<file path="src/rtl/alien_shot_scheduler.sv">
// rtl/alien_shot_scheduler.sv - picks when and from which alien column the next enemy shot is fired
//
// Purpose:
//   Waits a frame-based cooldown and then requests a random sample from the
//   generator with a one-cycle rand_req pulse. The sample selects the column
//   where the search for a live alien starts. The cooldown that follows an
//   acknowledged shot also uses the sample. Columns are searched one per cycle.
//   The first live column is offered to the missile block with a
//   fire_req/fire_ack handshake.
//
// Ports:
//   clk             in   1          system clock
//   resetN          in   1          asynchronous, active-low reset
//   enable          in   1          game running; low forces IDLE
//   start_of_frame  in   1          one-cycle pulse per video frame
//   alive_cols      in   COLS       bit i = column i has at least one live alien
//   rand_val        in   RAND_BITS  random value latched by the generator
//   fire_ack        in   1          missile block accepted the request
//   rand_req        out  1          one-cycle pulse requesting a new random sample
//   fire_req        out  1          shot request, held until fire_ack or abort
//   fire_col        out  COL_BITS   column to fire from, stable while fire_req=1
//   shots_fired     out  16         acknowledged shots, saturating

module alien_shot_scheduler #(
  parameter int COLS       = 8,
  parameter int RAND_BITS  = 8,
  parameter int MIN_DELAY  = 30,
  parameter int DELAY_BITS = 5,
  parameter int CNT_BITS   = 8,
  localparam int COL_BITS  = $clog2(COLS)
) (
  input  logic                 clk,
  input  logic                 resetN,
  input  logic                 enable,
  input  logic                 start_of_frame,
  input  logic [COLS-1:0]      alive_cols,
  input  logic [RAND_BITS-1:0] rand_val,
  input  logic                 fire_ack,
  output logic                 rand_req,
  output logic                 fire_req,
  output logic [COL_BITS-1:0]  fire_col,
  output logic [15:0]          shots_fired
);

  typedef enum logic [2:0] {
    IDLE,
    COOLDOWN,
    SAMPLE,
    WAIT_RAND,
    SCAN,
    FIRE
  } state_t;

  localparam logic [CNT_BITS-1:0] MIN_CNT  = CNT_BITS'(MIN_DELAY);
  localparam logic [COL_BITS-1:0] LAST_COL = COL_BITS'(COLS - 1);
  localparam logic [COL_BITS:0]   COLS_EXT = (COL_BITS + 1)'(COLS);

  state_t                state, state_d;
  logic [CNT_BITS-1:0]   cnt, cnt_d;
  logic [COL_BITS-1:0]   scan_ptr, scan_ptr_d;
  logic [COL_BITS-1:0]   scan_n, scan_n_d;
  // Only the bits that set the extra cooldown are kept from the sample.
  logic [DELAY_BITS-1:0] rnd_q, rnd_d;
  logic [COL_BITS-1:0]   fire_col_d;
  logic [15:0]           shots_d;

  // Starting column from the low sample bits, folded back into range when
  // COLS is not a power of two.
  logic [COL_BITS:0]     start_raw;
  logic [COL_BITS-1:0]   start_col;

  always_comb begin
    start_raw = {1'b0, rand_val[COL_BITS-1:0]};
    if (start_raw >= COLS_EXT) begin
      start_col = COL_BITS'(start_raw - COLS_EXT);
    end else begin
      start_col = rand_val[COL_BITS-1:0];
    end
  end

  always_ff @(posedge clk or negedge resetN) begin
    if (!resetN) begin
      state       <= IDLE;
      cnt         <= '0;
      scan_ptr    <= '0;
      scan_n      <= '0;
      rnd_q       <= '0;
      fire_col    <= '0;
      shots_fired <= '0;
      rand_req    <= 1'b0;
      fire_req    <= 1'b0;
    end else begin
      state       <= state_d;
      cnt         <= cnt_d;
      scan_ptr    <= scan_ptr_d;
      scan_n      <= scan_n_d;
      rnd_q       <= rnd_d;
      fire_col    <= fire_col_d;
      shots_fired <= shots_d;
      // Strobes are registered from the next state so that they line up
      // exactly with the cycles spent in SAMPLE and FIRE.
      rand_req    <= (state_d == SAMPLE);
      fire_req    <= (state_d == FIRE);
    end
  end

  always_comb begin
    state_d    = state;
    cnt_d      = cnt;
    scan_ptr_d = scan_ptr;
    scan_n_d   = scan_n;
    rnd_d      = rnd_q;
    fire_col_d = fire_col;
    shots_d    = shots_fired;

    case (state)
      IDLE: begin
        if (enable) begin
          state_d = COOLDOWN;
          cnt_d   = MIN_CNT;
        end
      end

      COOLDOWN: begin
        if (cnt == '0) begin
          state_d = SAMPLE;
        end else if (start_of_frame) begin
          cnt_d = cnt - 1'b1;
        end
      end

      SAMPLE: begin
        state_d = WAIT_RAND;
      end

      // The generator presents the new sample one cycle after the request.
      WAIT_RAND: begin
        rnd_d      = rand_val[RAND_BITS-1 -: DELAY_BITS];
        scan_ptr_d = start_col;
        scan_n_d   = '0;
        state_d    = SCAN;
      end

      SCAN: begin
        if (alive_cols[scan_ptr]) begin
          fire_col_d = scan_ptr;
          state_d    = FIRE;
        end else if (scan_n == LAST_COL) begin
          // Every column was empty; try again after a minimum cooldown.
          state_d  = COOLDOWN;
          cnt_d    = MIN_CNT;
          scan_n_d = '0;
        end else begin
          scan_ptr_d = (scan_ptr == LAST_COL) ? '0 : scan_ptr + 1'b1;
          scan_n_d   = scan_n + 1'b1;
        end
      end

      FIRE: begin
        // An ack in the same cycle as the column dying still counts as a shot.
        if (fire_ack) begin
          shots_d = (shots_fired == 16'hFFFF) ? shots_fired : shots_fired + 16'd1;
          state_d = COOLDOWN;
          cnt_d   = MIN_CNT + CNT_BITS'(rnd_q);
        end else if (!alive_cols[fire_col]) begin
          state_d = SAMPLE;
        end
      end

      default: begin
        state_d = IDLE;
      end
    endcase

    if (!enable) begin
      state_d    = IDLE;
      cnt_d      = '0;
      scan_ptr_d = '0;
      scan_n_d   = '0;
    end
  end

endmodule

</file>
<file path="config.mk">
export PLATFORM = sky130hd
export DESIGN_NAME = alien_shot_scheduler
export DESIGN_NICKNAME = d
export VERILOG_FILES = /design/src/rtl/alien_shot_scheduler.sv
export SDC_FILE = /design/constraint.sdc
export NUM_CORES = 1
export LEC_CHECK = 0
export ABC_AREA = 1
export CORE_AREA = 2 2 54 94
export CTS_CLUSTER_SIZE = 20
export DETAILED_ROUTE_END_ITERATION = 10
export DIE_AREA = 0 0 56 96
export GPL_ROUTABILITY_DRIVEN = 0
export PLACE_DENSITY_LB_ADDON = 0.08
export SETUP_SLACK_MARGIN = 0.02
export SLEW_MARGIN = 10
export SYNTH_ARGS = -nofsm -noshare
export SYNTH_HDL_FRONTEND = slang
export SYNTH_SLANG_ARGS = --single-unit
</file>
<file path="constraint.sdc">
create_clock -name clk -period 3.6 [get_ports clk]
set_input_delay 0.72 -clock clk [delete_from_list [all_inputs] [get_ports clk]]
set_output_delay 0.72 -clock clk [all_outputs]
set_load 0.05 [all_outputs]
</file>
### Word-level counts from Yosys, hierarchy flattened

Cells that the tools add are included.

| word-level totals | value |
|---|---|
| bits in registers | 43 |
| input port bits | 21 |
| output and inout bits | 21 |
| logic and storage cells | 69 |

| operators by class | value |
|---|---|
| add/subtract/negate cells | 5 |
| order comparisons | 2 |
| equal/unequal tests | 18 |
| muxes and demuxes | 27 |
| bitwise operators | 1 |
| reductions and logical operators | 7 |

Operator list:

| operator | number |
|---|---|
| $mux W8 | 6 |
| $mux W3 | 13 |
| $pmux W8 S4 | 1 |
| $ne A3 B3 Y1 const B | 6 |
| $pmux W3 S6 | 1 |
| $add A16 B1 Y16 const B | 1 |
| $eq A16 B16 Y1 const B | 1 |
| $eq A3 B3 Y1 const B | 5 |
| $pmux W3 S2 | 2 |
| $eq A3 B2 Y1 const B | 3 |
| $logic_not A8 Y1 | 1 |
| $lt A3 B4 Y1 const B | 2 |
| $sub A8 B1 Y8 const B | 1 |
| $add A3 B1 Y3 const B | 2 |
| $add A5 B5 Y6 const A | 1 |
| $bmux W1 S3 | 2 |
| $reduce_and A3 Y1 | 2 |
| $reduce_and A6 Y1 | 1 |
| $ne A5 B1 Y1 const B | 1 |
| $reduce_and A2 Y1 | 2 |
| $eq A3 B1 Y1 const B | 1 |
| $logic_not A3 Y1 | 1 |
| $ne A3 B1 Y1 const B | 1 |
| $mux W1 | 2 |
| $not A1 Y1 | 1 |

### Logic depth before layout (Yosys ltp)

Gate-level depths: netlist of the first run.

| logic depth | value |
|---|---|
| word-level depth | 7 |
| mapped depth | 11 |
| gate-level depth less buffers | 11 |

### Worst setup path before layout of the first run

OpenSTA, ideal clock, no wires.

| path | value |
|---|---|
| kind | register to register |
| from | register shots_fired[9] |
| to | register shots_fired[4] |
| library setup time | 0.145 ns |
| data arrival time | 1.675 ns |
| data required time | 3.455 ns |
| path slack | 1.780 ns |
| cell stages (with the launch flop) | 8 |
| buffers on the path | 1 |
| clock period less this slack | 1.820 ns |
| path through | dfrtp_1 -> inv_1 -> nor3_1 -> nand4_1 -> nand2_2 -> buf_6 -> nor2_2 -> xor2_1 |

| on the way | value |
|---|---|
| longest elaborated chain between the ends | 3 |

Ends and longest elaborated chain:

| what | line | RTL |
|---|---|---|
| start, declared | 42 | `output logic [15:0] shots_fired` |
| start signal, assigned | 99 | `shots_fired <= shots_d;` |
| $eq A16 B16 Y1 | 162 | `shots_d = (shots_fired == 16'hFFFF) ? shots_fired : shots_fired + 16'd1;` |
| $not A1 Y1 (no line) | n/a |  |
| $reduce_and A3 Y1 (no line) | n/a |  |

No other way between the ends.
A chain may end at the register's enable or synchronous reset.

### Worst setup path after layout of the first run

| path | value |
|---|---|
| from | register shots_fired[13] |
| to | output port shots_fired[13] |

No word-level cell between the ends.

==> insert_results.sql, run 1 <==
INSERT INTO impl_metrics (metric_group, metric, value, unit) VALUES
('run_status', 'run_status', 'finished, final reports clean', ''),
('finish', 'antennaDiodeCount', '0', ''),
('synthesis', 'synth_async_sr_flop_share', '100', '%'),
('floorplanning', 'top_level_ports', '42', ''),
('clock_tree', 'post_cts_clock_slew_at_the_launch_and_capture_registers_of_the_worst_setup_and_hold_paths', '0.08', 'ns'),
('floorplanning', 'die-height', '96', 'um'),
('finish', 'syn2layout_area_growth', '20.3', '%'),
('setup_path', 'crit_path_kind', 'register to output pin', ''),
('synthesis', 'post_synth_num_cell_types', '30', ''),
('placement', 'detailed_placement_wirelength_estimate', '4660', 'um'),
('sta', 'setup-tns-final', '0', 'ns'),
('clock_tree', 'ctsHoldBuffers', '0', ''),
('finish', 'utilization', '68.0', '%'),
('power', 'power_density', '456', 'nW/um^2'),
('global_routing', 'grt_first_pass_wirelength', '10700', 'um'),
('sta', 'finalHoldViolCount', '0', ''),
('setup_path', 'worstSetupEndpoint', 'shots_fired[13]', ''),
('routing', 'wire_per_inst', '13.7', 'um'),
('routing', 'firstDrtPassIters', '4', ''),
('setup_path', 'cp-end-kind', 'output pin', ''),
('floorplanning', 'rows', '33', ''),
('sta', 'hold_slack', '0.505', 'ns'),
('sta', 'grt_setup_unrepaired', 'no', ''),
('finish', 'drive_gt1_share', '6.58', '%'),
('power', 'pwr-share-comb', '33.7', '%'),
('finish', 'nets', '422', ''),
('synthesis', 'top_cell_type_by_total_area_after_synthesis', 'dfrtp_1', ''),
('finish', 'final_common_cell', 'nand2_1', ''),
('sta', 'setup_viol', '0', ''),
('global_routing', 'first_global_vias', '2427', ''),
('power', 'p_clk_share', '21.9', '%'),
('synthesis', 'synth_sequential_area_ratio', '41.1', '%'),
('setup_path', 'required', '2.88', 'ns'),
('clock_tree', 'cts-htree-levels', '2', ''),
('setup_path', 'timing.critical_path.from_type', 'register', ''),
('power', 'seq_power_share', '44.4', '%'),
('synthesis', 'synth_area', '2620', 'sq um'),
('floorplanning', 'start_util', '56.6', '%'),
('setup_path', 'cpPeakStageDelay', '0.85', 'ns'),
('setup_path', 'worst-path-buf-inv', '1', ''),
('clock_tree', 'cts.repair.resized', '0', ''),
('synthesis', 'synth_ff_type', 'dfrtp_1', ''),
('setup_path', 'setup.worst_path.start', 'shots_fired[13]', ''),
('global_routing', 'antenna_found_initial', '0', ''),
('setup_path', 'r2r_slack', '1.60', 'ns'),
('setup_path', 'crit_cells', '1', ''),
('synthesis', 'gate_count_of_the_mapped_netlist', '350', ''),
('setup_path', 'crit-reg2reg-capture', 'shots_fired[5]', ''),
('clock_tree', 'numClockSinks', '43', ''),
('power', 'power_report.internal_total', '878', 'uW'),
('synthesis', 'synth_warnings', '0', ''),
('power', 'net-switching-power', '556', 'uW'),
('finish', 'n_fill_cell', '417', ''),
('placement', 'placedCellCount', '439', ''),
('sta', 'maxSlewHeadroom', '37.5', '%'),
('routing', 'antenna_left', '0', ''),
('synthesis', 'postSynthRegisterBits', '43', ''),
('clock_tree', 'ctsLongestPathBuffers', '2', ''),
('power', 'peakVddDrop', '0.000345', 'V'),
('setup_path', 'critPathSlowestCell', 'clkdlybuf4s50_1', ''),
('power', 'power', '1430', 'uW'),
('power', 'sw_frac_of_total', '38.8', '%'),
('synthesis', 'netlist_top_cells_area', 'dfrtp_1 (41%), nand2_1 (15%), inv_1 (6.7%), nand3_1 (6.7%), nor2_1 (3.9%)', ''),
('setup_path', 'r2r_cells', '7', ''),
('finish', 'multi_input_area', '1330', 'sq um'),
('clock_tree', 'tritoncts_clock_tree', 'built', ''),
('routing', 'drc_errors', '0', ''),
('setup_path', 'worst_ep_arrival_time', '1.61', 'ns'),
('global_routing', 'pin_count_of_the_biggest_net_entering_global_routing', '44', ''),
('placement', 'port-buffer-count', '41', ''),
('synthesis', 'number_of_flops_mapped_to_enable_cells_by_yosys', '0', '');
==> per-stage QoR <==
step | setup WS, ns | cell area (sq um)
after floorplan | 1.78 | 2620
after global placement | 1.16 | 3060
after detailed placement | 1.13 | 3060
after CTS | 1.26 | 3150
after global routing | 1.21 | 3150
final | 1.27 | 3150
==> area by class of cell <==
cell class | count | area share, %
Multi-Input combinational cell | 254 | 42.3
Inverter | 49 | 5.84
Clock buffer | 6 | 2.31
Sequential cell | 43 | 34.2
Timing Repair Buffer | 41 | 12.9
Tap cell | 52 | 2.07
Clock inverter | 2 | 0.398
==> routing by layer <==
metal,track usage (%),routed length [um],up-vias
met4,15.1,244,0
li1,-,-,1213
met1,26.5,2310,1118
met5,0,0,-
met2,48.5,3340,78
met3,3.63,210,20
==> synth_stat cells, types with 2 or more instances <==
cell      number
nand2_1      103
inv_1         47
dfrtp_1       43
nand3_1       35
nor2_1        27
o21ai_0       16
a21oi_1       11
nand4_1       11
xnor2_1        8
xor2_1         8
ha_1           7
nor3_1         5
nor2_4         4
mux2_2         3
nand2_2        3
a221oi_1       2
buf_2          2
inv_2          2
nor2_2         2
==> power groups by stage <==
stage | registers (uW) | logic, uW | clock network, uW
after floorplan | 680 | 300 | 0
after global placement | 641 | 476 | 0
after detailed placement | 644 | 483 | 0
after CTS | 635 | 487 | 316
after global routing | 648 | 549 | 333
final | 637 | 483 | 314
==> flip-flops by register name, summed over array words and instances (netlist names) <==
signal,flops
rand_req,1
shots_fired,16
fire_req,1
state,3
rnd_q,5
cnt,8
fire_col,3
scan_ptr,3
scan_n,3
==> cells by family (layout without fill, tap and decap cells) <==
logic type,count (synthesis),in the layout,synth area share [%]
buffers and inverters,53,98,7.99
flip-flops,43,43,41.1
adder cells (fa/ha/maj),7,7,3.35
multiplexers,3,3,1.29
AND/OR/NAND/NOR,196,196,34.1
AO/OA/AOI/OAI,32,32,6.79
XOR/XNOR,16,16,5.36
==> worst min-delay path by stage <==
stage,start,end,slack [ns],depth (start not counted)
after floorplan,resetN,cnt[0],0.42,0
after global placement,scan_n[1],scan_n[1],0.48,2
after detailed placement,scan_n[1],scan_n[1],0.49,2
after CTS,scan_n[1],scan_n[1],0.51,2
after global routing,scan_n[1],scan_n[1],0.54,2
final,scan_n[1],scan_n[1],0.50,2
Note: power is estimated with default switching activity, not from simulation.
==> inputs of run 2 (changes only) <==
CORE_AREA = 2 2 59 103   (was 2 2 54 94)
DIE_AREA = 0 0 61 105   (was 0 0 56 96)
clock period = 1.99 ns   (was 3.6 ns; I/O delays follow)
==> insert_results.sql, run 2 (synthesis gave the netlist of run 1 again) <==
INSERT INTO impl_metrics (metric_group, metric, value, unit) VALUES
('clock_tree', 'cts_root_buf', 'clkbuf_8', ''),
('global_routing', 'grt_remaining_overflow', '0', ''),
('routing', 'drc_errors', '0', ''),
('power', 'static-leakage-power', '0.00173', 'uW'),
('min_path', 'hold_path.class', 'primary input to async pin', ''),
('sta', 'setup-tns-final', '0', 'ns'),
('setup_path', 'crit_path_max_fanout', '4', ''),
('floorplanning', 'die_area', '6410', 'sq um'),
('setup_path', 'crit_path_kind', 'register to output pin', ''),
('placement', 'preCtsSetupSlack', '0.0916', 'ns'),
('floorplanning', 'fp.coreArea', '5540', 'sq um'),
('finish', 'largest_register_ff_count', '16', ''),
('clock_tree', 'cts-htree-levels', '2', ''),
('setup_path', 'required', '1.59', 'ns'),
('floorplanning', 'chipWidth', '61', 'um'),
('clock_tree', 'ctsHoldBuffers', '0', ''),
('global_routing', 'first_global_vias', '2415', ''),
('clock_tree', 'post_cts_setup_driven_buffer_insertion_count', '0', ''),
('sta', 'worst_max_slew_pin_slew', '0.539', 'ns'),
('global_routing', 'grt_first_pass_wirelength', '10500', 'um'),
('setup_path', 'cp-end-kind', 'output pin', ''),
('sta', 'fmaxAchievable', '515', 'MHz'),
('clock_tree', 'numClockSinks', '43', ''),
('setup_path', 'cpPeakStageDelay', '0.83', 'ns'),
('routing', 'wire_per_inst', '13.2', 'um'),
('setup_path', 'timing.critical_path.from_type', 'register', ''),
('placement', 'detailed_placement_wirelength_estimate', '5050', 'um'),
('sta', 'maxSlewHeadroom', '64.1', '%'),
('finish', 'multi_input_area', '1330', 'sq um'),
('setup_path', 'path_cells', 'clkdlybuf4s50_1', ''),
('run_status', 'run_status', 'finished, final reports clean', ''),
('routing', 'drt-total-wl', '6340', 'um'),
('sta', 'setup_viol', '0', ''),
('routing', 'antenna_left', '0', ''),
('clock_tree', 'tritoncts_clock_tree', 'built', ''),
('routing', 'via_per_inst', '5.04', ''),
('setup_path', 'worst_ep_arrival_time', '1.54', 'ns'),
('power', 'power_density', '796', 'nW/um^2'),
('setup_path', 'worst-path-buf-inv', '1', ''),
('finish', 'antennaDiodeCount', '0', ''),
('placement', 'port-buffer-count', '41', ''),
('flow_run', 'max_cap_viol_count', '0', ''),
('clock_tree', 'clk_latency', '0.30', 'ns'),
('finish', 'final_common_cell', 'nand2_1', ''),
('finish', 'final_cell_count_no_fill', '482', ''),
('finish', 'top_register', 'shots_fired', ''),
('finish', 'nets', '433', ''),
('finish', 'syn2layout_area_growth', '24.0', '%'),
('sta', 'grt_setup_unrepaired', 'no', ''),
('floorplanning', 'top_level_ports', '42', ''),
('routing', 'firstDrtPassIters', '4', ''),
('global_routing', 'pin_count_of_the_biggest_net_entering_global_routing', '22', ''),
('finish', 'n_fill_cell', '549', ''),
('floorplanning', 'die-height', '105', 'um'),
('global_routing', 'antenna_found_initial', '0', ''),
('sta', 'worst_slack', '0.0484', 'ns'),
('routing', 'drtIter0Drc', '118', ''),
('finish', 'register_area', '1080', 'sq um'),
('clock_tree', 'ctsLongestPathBuffers', '2', ''),
('sta', 'timing_max_transition_violations_final', '0', ''),
('floorplanning', 'start_util', '47.2', '%'),
('finish', 'highest_count_cells_in_the_layout_ignoring_fill_and_taps', 'nand2_1 (103), inv_1 (47), dfrtp_1 (43)', ''),
('clock_tree', 'number_of_buffers_created_by_cts', '5', ''),
('finish', 'largest_registers', 'shots_fired (16), cnt (8), rnd_q (5)', ''),
('global_routing', 'grt_usage', '21.5', '%'),
('power', 'peakVddDrop', '0.000446', 'V'),
('sta', 'finalHoldViolCount', '0', ''),
('clock_tree', 'post_cts_clock_slew_at_the_launch_and_capture_registers_of_the_worst_setup_and_hold_paths', '0.09', 'ns'),
('setup_path', 'critPathSlowestCell', 'clkdlybuf4s50_1', ''),
('placement', 'placedCellCount', '474', ''),
('finish', 'drive_gt1_share', '12.3', '%'),
('sta', 'final.min_clock_period', '1.94', 'ns'),
('setup_path', 'worst_path_dominant_cell_family', 'buffers and inverters', ''),
('sta', 'period_share', '97.6', '%'),
('sta', 'clock_skew', '0.00631', 'ns'),
('routing', 'via_count', '2430', ''),
('floorplanning', 'rows', '36', '');
-- run 2: cell count changes in the layout (fill, tap and decap cells not counted) --
| cell | previous run | this run |
|---|---|---|
| buf_4 | 0 | 23 |
| clkinvlp_4 | 1 | 2 |
| clkbuf_1 | 1 | 0 |
| dlymetal6s2s_1 | 0 | 5 |
| dlygate4sd2_1 | 0 | 1 |
| clkdlybuf4s50_1 | 40 | 22 |
-- run 2: final timing paths --
path | startpoint | endpoint | slack (ns) | depth (start not counted)
setup / recovery | shots_fired[8] | shots_fired[8] | 0.05 | 1
hold / removal | resetN | fire_col[0] | 0.07 | 1
setup reg to reg | cnt[0] | cnt[2] | 0.21 | 11
hold reg to reg | scan_n[2] | scan_n[2] | 0.50 | 2
max in group asynchronous | resetN | state[1] | 1.34 | 2
min in group clk | scan_n[2] | scan_n[2] | 0.50 | 2
-- run 2: worst register-to-register path: stages (launching register included) --
cell and delay [ns]:
dfrtp_1 0.39, inv_1 0.13, ha_1 0.20, nand3_1 0.11
inv_1 0.10, nand4_1 0.11, nor2_1 0.22, nor2_4 0.10
nand2_4 0.12, nand2_2 0.08, nand2_1 0.06, nand2_1 0.05
-- run 2: cell type report --
| type | instances | share of cell area, % |
|---|---|---|
| Clock buffer | 5 | 2.12 |
| Clock inverter | 3 | 0.617 |
| Timing Repair Buffer | 52 | 14.5 |
| Inverter | 49 | 5.67 |
| Multi-Input combinational cell | 254 | 41.0 |
| Tap cell | 76 | 2.93 |
| Sequential cell | 43 | 33.2 |
-- run 2: stage by stage --
step | instance area, sq um | hold WS (ns) | util (%) | total power, uW
floorplan | 2620 | 0.102 | - | 1770
global placement | 3140 | 0.405 | 56.8 | 2020
detailed placement | 3140 | 0.417 | 56.8 | 2040
CTS | 3230 | 0.0878 | 58.3 | 2610
global route | 3240 | 0.0985 | 58.6 | 2770
finish | 3240 | 0.0696 | 58.6 | 2580
-- run 2: what timing repair did --
item                                    in CTS  in global routing
endpoints found under the setup margin       1                  5
hold endpoints to repair                     0                  0
gates resized for setup                      1                  5
-- run 2: routing by layer --
layer	vias to the layer above	GRT usage (%)	wire length [um]
li1	1235	-	-
met1	1121	23.2	2470
met2	58	38.5	3460
met3	16	3.59	217
met4	0	9.94	190
met5	-	0	0
-- run 2: power breakdown --
| part | internal (uW) | total [uW] | switching (uW) |
|---|---|---|---|
| Sequential | 1010 | 1150 | 136 |
| Clock | 244 | 565 | 321 |
| Combinational | 331 | 869 | 538 |
| Total | 1590 | 2580 | 995 |
